### src/rtl/demux_frame_capture_1x8.sv
// demux_frame_capture_1x8: steers a word stream into 8 slots and holds each frame until acked; DEMUX_FRAME_CNT_EN adds frame_count
module demux_frame_capture_1x8 #(
  parameter int WIDTH = 8
) (
  input  logic               clk,
  input  logic               rst,
  input  logic               in_valid,
  input  logic [WIDTH-1:0]   in_data,
  output logic               in_ready,
  input  logic               flush,
  output logic [2:0]         slot,
  output logic [7:0]         ch_wr,
  output logic [8*WIDTH-1:0] out_data,
  output logic               frame_valid,
`ifdef DEMUX_FRAME_CNT_EN
  output logic [15:0]        frame_count,
`endif
  input  logic               frame_ack
);
  typedef enum logic {FILL, HOLD} state_t;
  state_t state;
  assign in_ready = (state == FILL) && !rst;
  always_ff @(posedge clk) begin
    if (rst) begin
      state       <= FILL;
      slot        <= 3'd0;
      ch_wr       <= 8'd0;
      out_data    <= '0;
      frame_valid <= 1'b0;
`ifdef DEMUX_FRAME_CNT_EN
      frame_count <= 16'd0;
`endif
    end else begin
      ch_wr <= 8'd0;
      if (flush) begin
        slot        <= 3'd0;
        state       <= FILL;
        frame_valid <= 1'b0;
      end else if (state == FILL && in_valid) begin
        out_data[int'(slot)*WIDTH +: WIDTH] <= in_data;
        ch_wr <= 8'd1 << slot;
        slot  <= slot + 3'd1;
        if (slot == 3'd7) begin
          state       <= HOLD;
          frame_valid <= 1'b1;
`ifdef DEMUX_FRAME_CNT_EN
          frame_count <= frame_count + 16'd1;
`endif
        end
      end else if (state == HOLD && frame_ack) begin
        state       <= FILL;
        frame_valid <= 1'b0;
      end
    end
  end
endmodule

### config.mk
export PLATFORM = sky130hd
export DESIGN_NAME = demux_frame_capture_1x8
export DESIGN_NICKNAME = d
export VERILOG_FILES = /design/src/rtl/demux_frame_capture_1x8.sv
export SDC_FILE = /design/constraint.sdc
export NUM_CORES = 1
export LEC_CHECK = 0
export CORE_ASPECT_RATIO = 0.8
export CORE_MARGIN = 2
export CORE_UTILIZATION = 43
export DETAILED_ROUTE_END_ITERATION = 10
export GPL_ROUTABILITY_DRIVEN = 0
export PLACE_DENSITY_LB_ADDON = 0.05
export SYNTH_ARGS = -nofsm -noshare
export SYNTH_HDL_FRONTEND = slang
export SYNTH_SLANG_ARGS = --single-unit
### constraint.sdc
create_clock -name clk -period 2.5 [get_ports clk]
set_input_delay 0.5 -clock clk [delete_from_list [all_inputs] [get_ports clk]]
set_output_delay 0.5 -clock clk [all_outputs]
set_load 0.1 [all_outputs]
==> qor.yml <==
clock_latency_ns: 0.34
vdd_ir_drop_max_mv: 0.333
dr_wl_met2_um: 3280
hold_buffers: 0
slew_headroom_pct: 62.0
synth_seq_area_share_pct: 48.3
placed_cell_area_um2: 4070
numCtsBuffers: 9
finalHoldViolations: 0
drv_slew: 0
max_cap_viol_count: 0
fin_cells: 481
crit_fanout: 9
drive_above_1_share_pct: 31.2
startpoint_type: "flop"
vias_per_cell: 4.78
clock.fmax_ghz: 0.431
drc_errors: 0
core_um2: 6990
worst_ep_arrival_time_ns: 2.53
syn_nets: 312
cts_tree: "done"
netlist_area_um2: 3150
numPortBuffers: 89
rr_worst_depth: 6
firstDrtPassIters: 4
ys_seq_elements: 76
cts_num_sinks: 76
final_cell_mix: "buf_4, nand2b_1, dfxtp_1"
clk_pin_slew_ns: 0.08
ys.warnings.count: 0
critPathRequiredTime_ns: 2.71
routed_wl_um: 7170
area_growth_syn_to_layout_pct: 35.7
grt_max_degree: 43
dp_hpwl_um: 5040
rsz0062_at_grt: "false"
timing.final.ws_setup_ns: 0.181
multi_input_area_um2: 1580
overflow: 0
holdWs_ns: 0.477
worst_pin_slew_ns: 0.570
min_period_over_period_pct: 92.8
diodes: 0
fillers: 621
wl_met1_um: 3470
critical_path.cell_chain: "inv_8 > ha_4 > ha_4 > or4b_1 > or4b_4 > mux2i_1"
initial_core_util_pct: 45.0
ant_nets: 0
cpMostUsedCell: "ha_4"
finalClockSkew_ns: 0.00857
fp-row-count: 27
final_cell_area_um2: 4270
root_buffer: "clkbuf_8"
dp.cells: 465
fp.dieW_um: 99.7
die_y_um: 80.5
setup.worst_path.end_class: "flop"
hold_depth: 2
vias: 2297
cts.repair.resized: 0
holdCritPathClass: "reg -> reg"
die-area_um2: 8030
ff_latch_area_um2: 1530
synthDistinctLibCells: 26
grt_antenna_before_repair: 0
status: "finished clean"
power_density_nw_per_um2: 550
synth_cells: 292
drt_iter0_drc: 53
layout_commonest_cell: "buf_4"
htreeDepth: 3
cpMaxStageDelayCell: "or4b_4"
setup-violations-final: 0
post-cts-setup-buffers: 0
route.met3.wl_um: 330
grt.total_usage_pct: 18.8
leakage_nw: 1.83
clock_path_buffers: 2
post-route-min-period_ns: 2.32
nNetsFinal: 409
ios: 90
cpPeakStageDelay_ns: 0.61
grt_pass1_vias: 2202
crit_type: "reg -> reg"
syn_area_per_cell_um2: 10.8
routedWlPerCell_um: 14.9
dp_slack_ns: 0.135
grt_pass1_wl_um: 11600
top_layer: "met4"
## critical path, delay by kind of cell (launching register included)
kind          cells  cell delay [ns]
flops             1             0.41
simple gates      2             1.17
fa+ha+maj         2             0.39
buf+inv           1             0.07
mux               1             0.15
## layout make-up
| class | instances | share of cell area, % |
|---|---|---|
| clock buffers | 11 | 3.81 |
| clock inverters | 5 | 0.791 |
| inverters | 4 | 0.527 |
| multi-input cells | 196 | 37.0 |
| flip-flops and latches | 76 | 35.9 |
| well taps | 87 | 2.55 |
| repair buffers | 102 | 19.4 |
## registers in the layout, indices dropped and copies added, names as in the netlist
name / cells
slot: 3
state: 1
out_data: 64
ch_wr: 8
## cells in the mapped netlist
| cell | number | area [um^2] |
|---|---|---|
| o2111ai_1 | 1 | 8.76 |
| or4b_1 | 1 | 10.0 |
| nor4_4 | 2 | 42.5 |
| xnor2_1 | 1 | 8.76 |
| inv_1 | 3 | 11.3 |
| nand3_1 | 2 | 10.0 |
| ha_1 | 7 | 87.6 |
| and4bb_2 | 1 | 12.5 |
| nand2b_1 | 73 | 457 |
| nand2_1 | 16 | 60.1 |
| or4b_2 | 1 | 10.0 |
| buf_6 | 1 | 11.3 |
| buf_2 | 2 | 10.0 |
| nor3_1 | 3 | 15.0 |
| nor4b_1 | 2 | 17.5 |
| nor4_1 | 2 | 12.5 |
| or4b_4 | 1 | 13.8 |
| mux2i_1 | 67 | 671 |
| nor2_1 | 4 | 15.0 |
| dfxtp_1 | 76 | 1520 |
| nor3_4 | 1 | 16.3 |
| clkbuf_1 | 13 | 48.8 |
| nand4b_1 | 1 | 8.76 |
| and2_1 | 8 | 50.1 |
| inv_2 | 1 | 3.75 |
| nor3b_1 | 2 | 15.0 |
## per-layer routing
layer | track usage, % | vias to the layer above
li1 | - | 1163
met1 | 25.2 | 1068
met2 | 29.4 | 56
met3 | 5.40 | 10
met4 | 5.75 | 0
met5 | 0 | -
## cells by family (layout without fill, tap and decap cells)
logic type	after synthesis	after routing	synth area share [%]
AND/OR/NAND/NOR	120	120	24.3
flip-flops	76	76	48.3
multiplexers	67	67	21.3
buffers and inverters	20	122	2.70
adder cells (fa/ha/maj)	7	7	2.78
AO/OA/AOI/OAI	1	1	0.278
XOR/XNOR	1	1	0.278
## worst paths after layout
| kind | to | slack (ns) | from |
|---|---|---|---|
| worst min register to register | out_data[57]$_SDFFE_PP0P_ | 0.48 | out_data[57]$_SDFFE_PP0P_ |
| worst max-delay path | out_data[50]$_SDFFE_PP0P_ | 0.18 | slot[0]$_SDFFE_PP0N_ |
| worst max register to register | out_data[50]$_SDFFE_PP0P_ | 0.18 | slot[0]$_SDFFE_PP0N_ |
| worst min-delay path | out_data[57]$_SDFFE_PP0P_ | 0.48 | out_data[57]$_SDFFE_PP0P_ |
## where the power goes
part           internal [mW]  switching [mW]  leakage [nW]  total [mW]
sequential              1.22         0.00693         0.615        1.22
clock                  0.446           0.458        0.0965       0.904
combinational         0.0807           0.140          1.12       0.220
## through the flow
stage	setup TNS (ns)	util, %	power [mW]
after floorplan	-0.392	-	1.40
after global routing	0	61.1	2.45
after detailed placement	0	58.3	1.47
final	0	61.1	2.35
after CTS	0	61.1	2.38
after global placement	0	58.3	1.47
(Power assumes the default switching activity.)
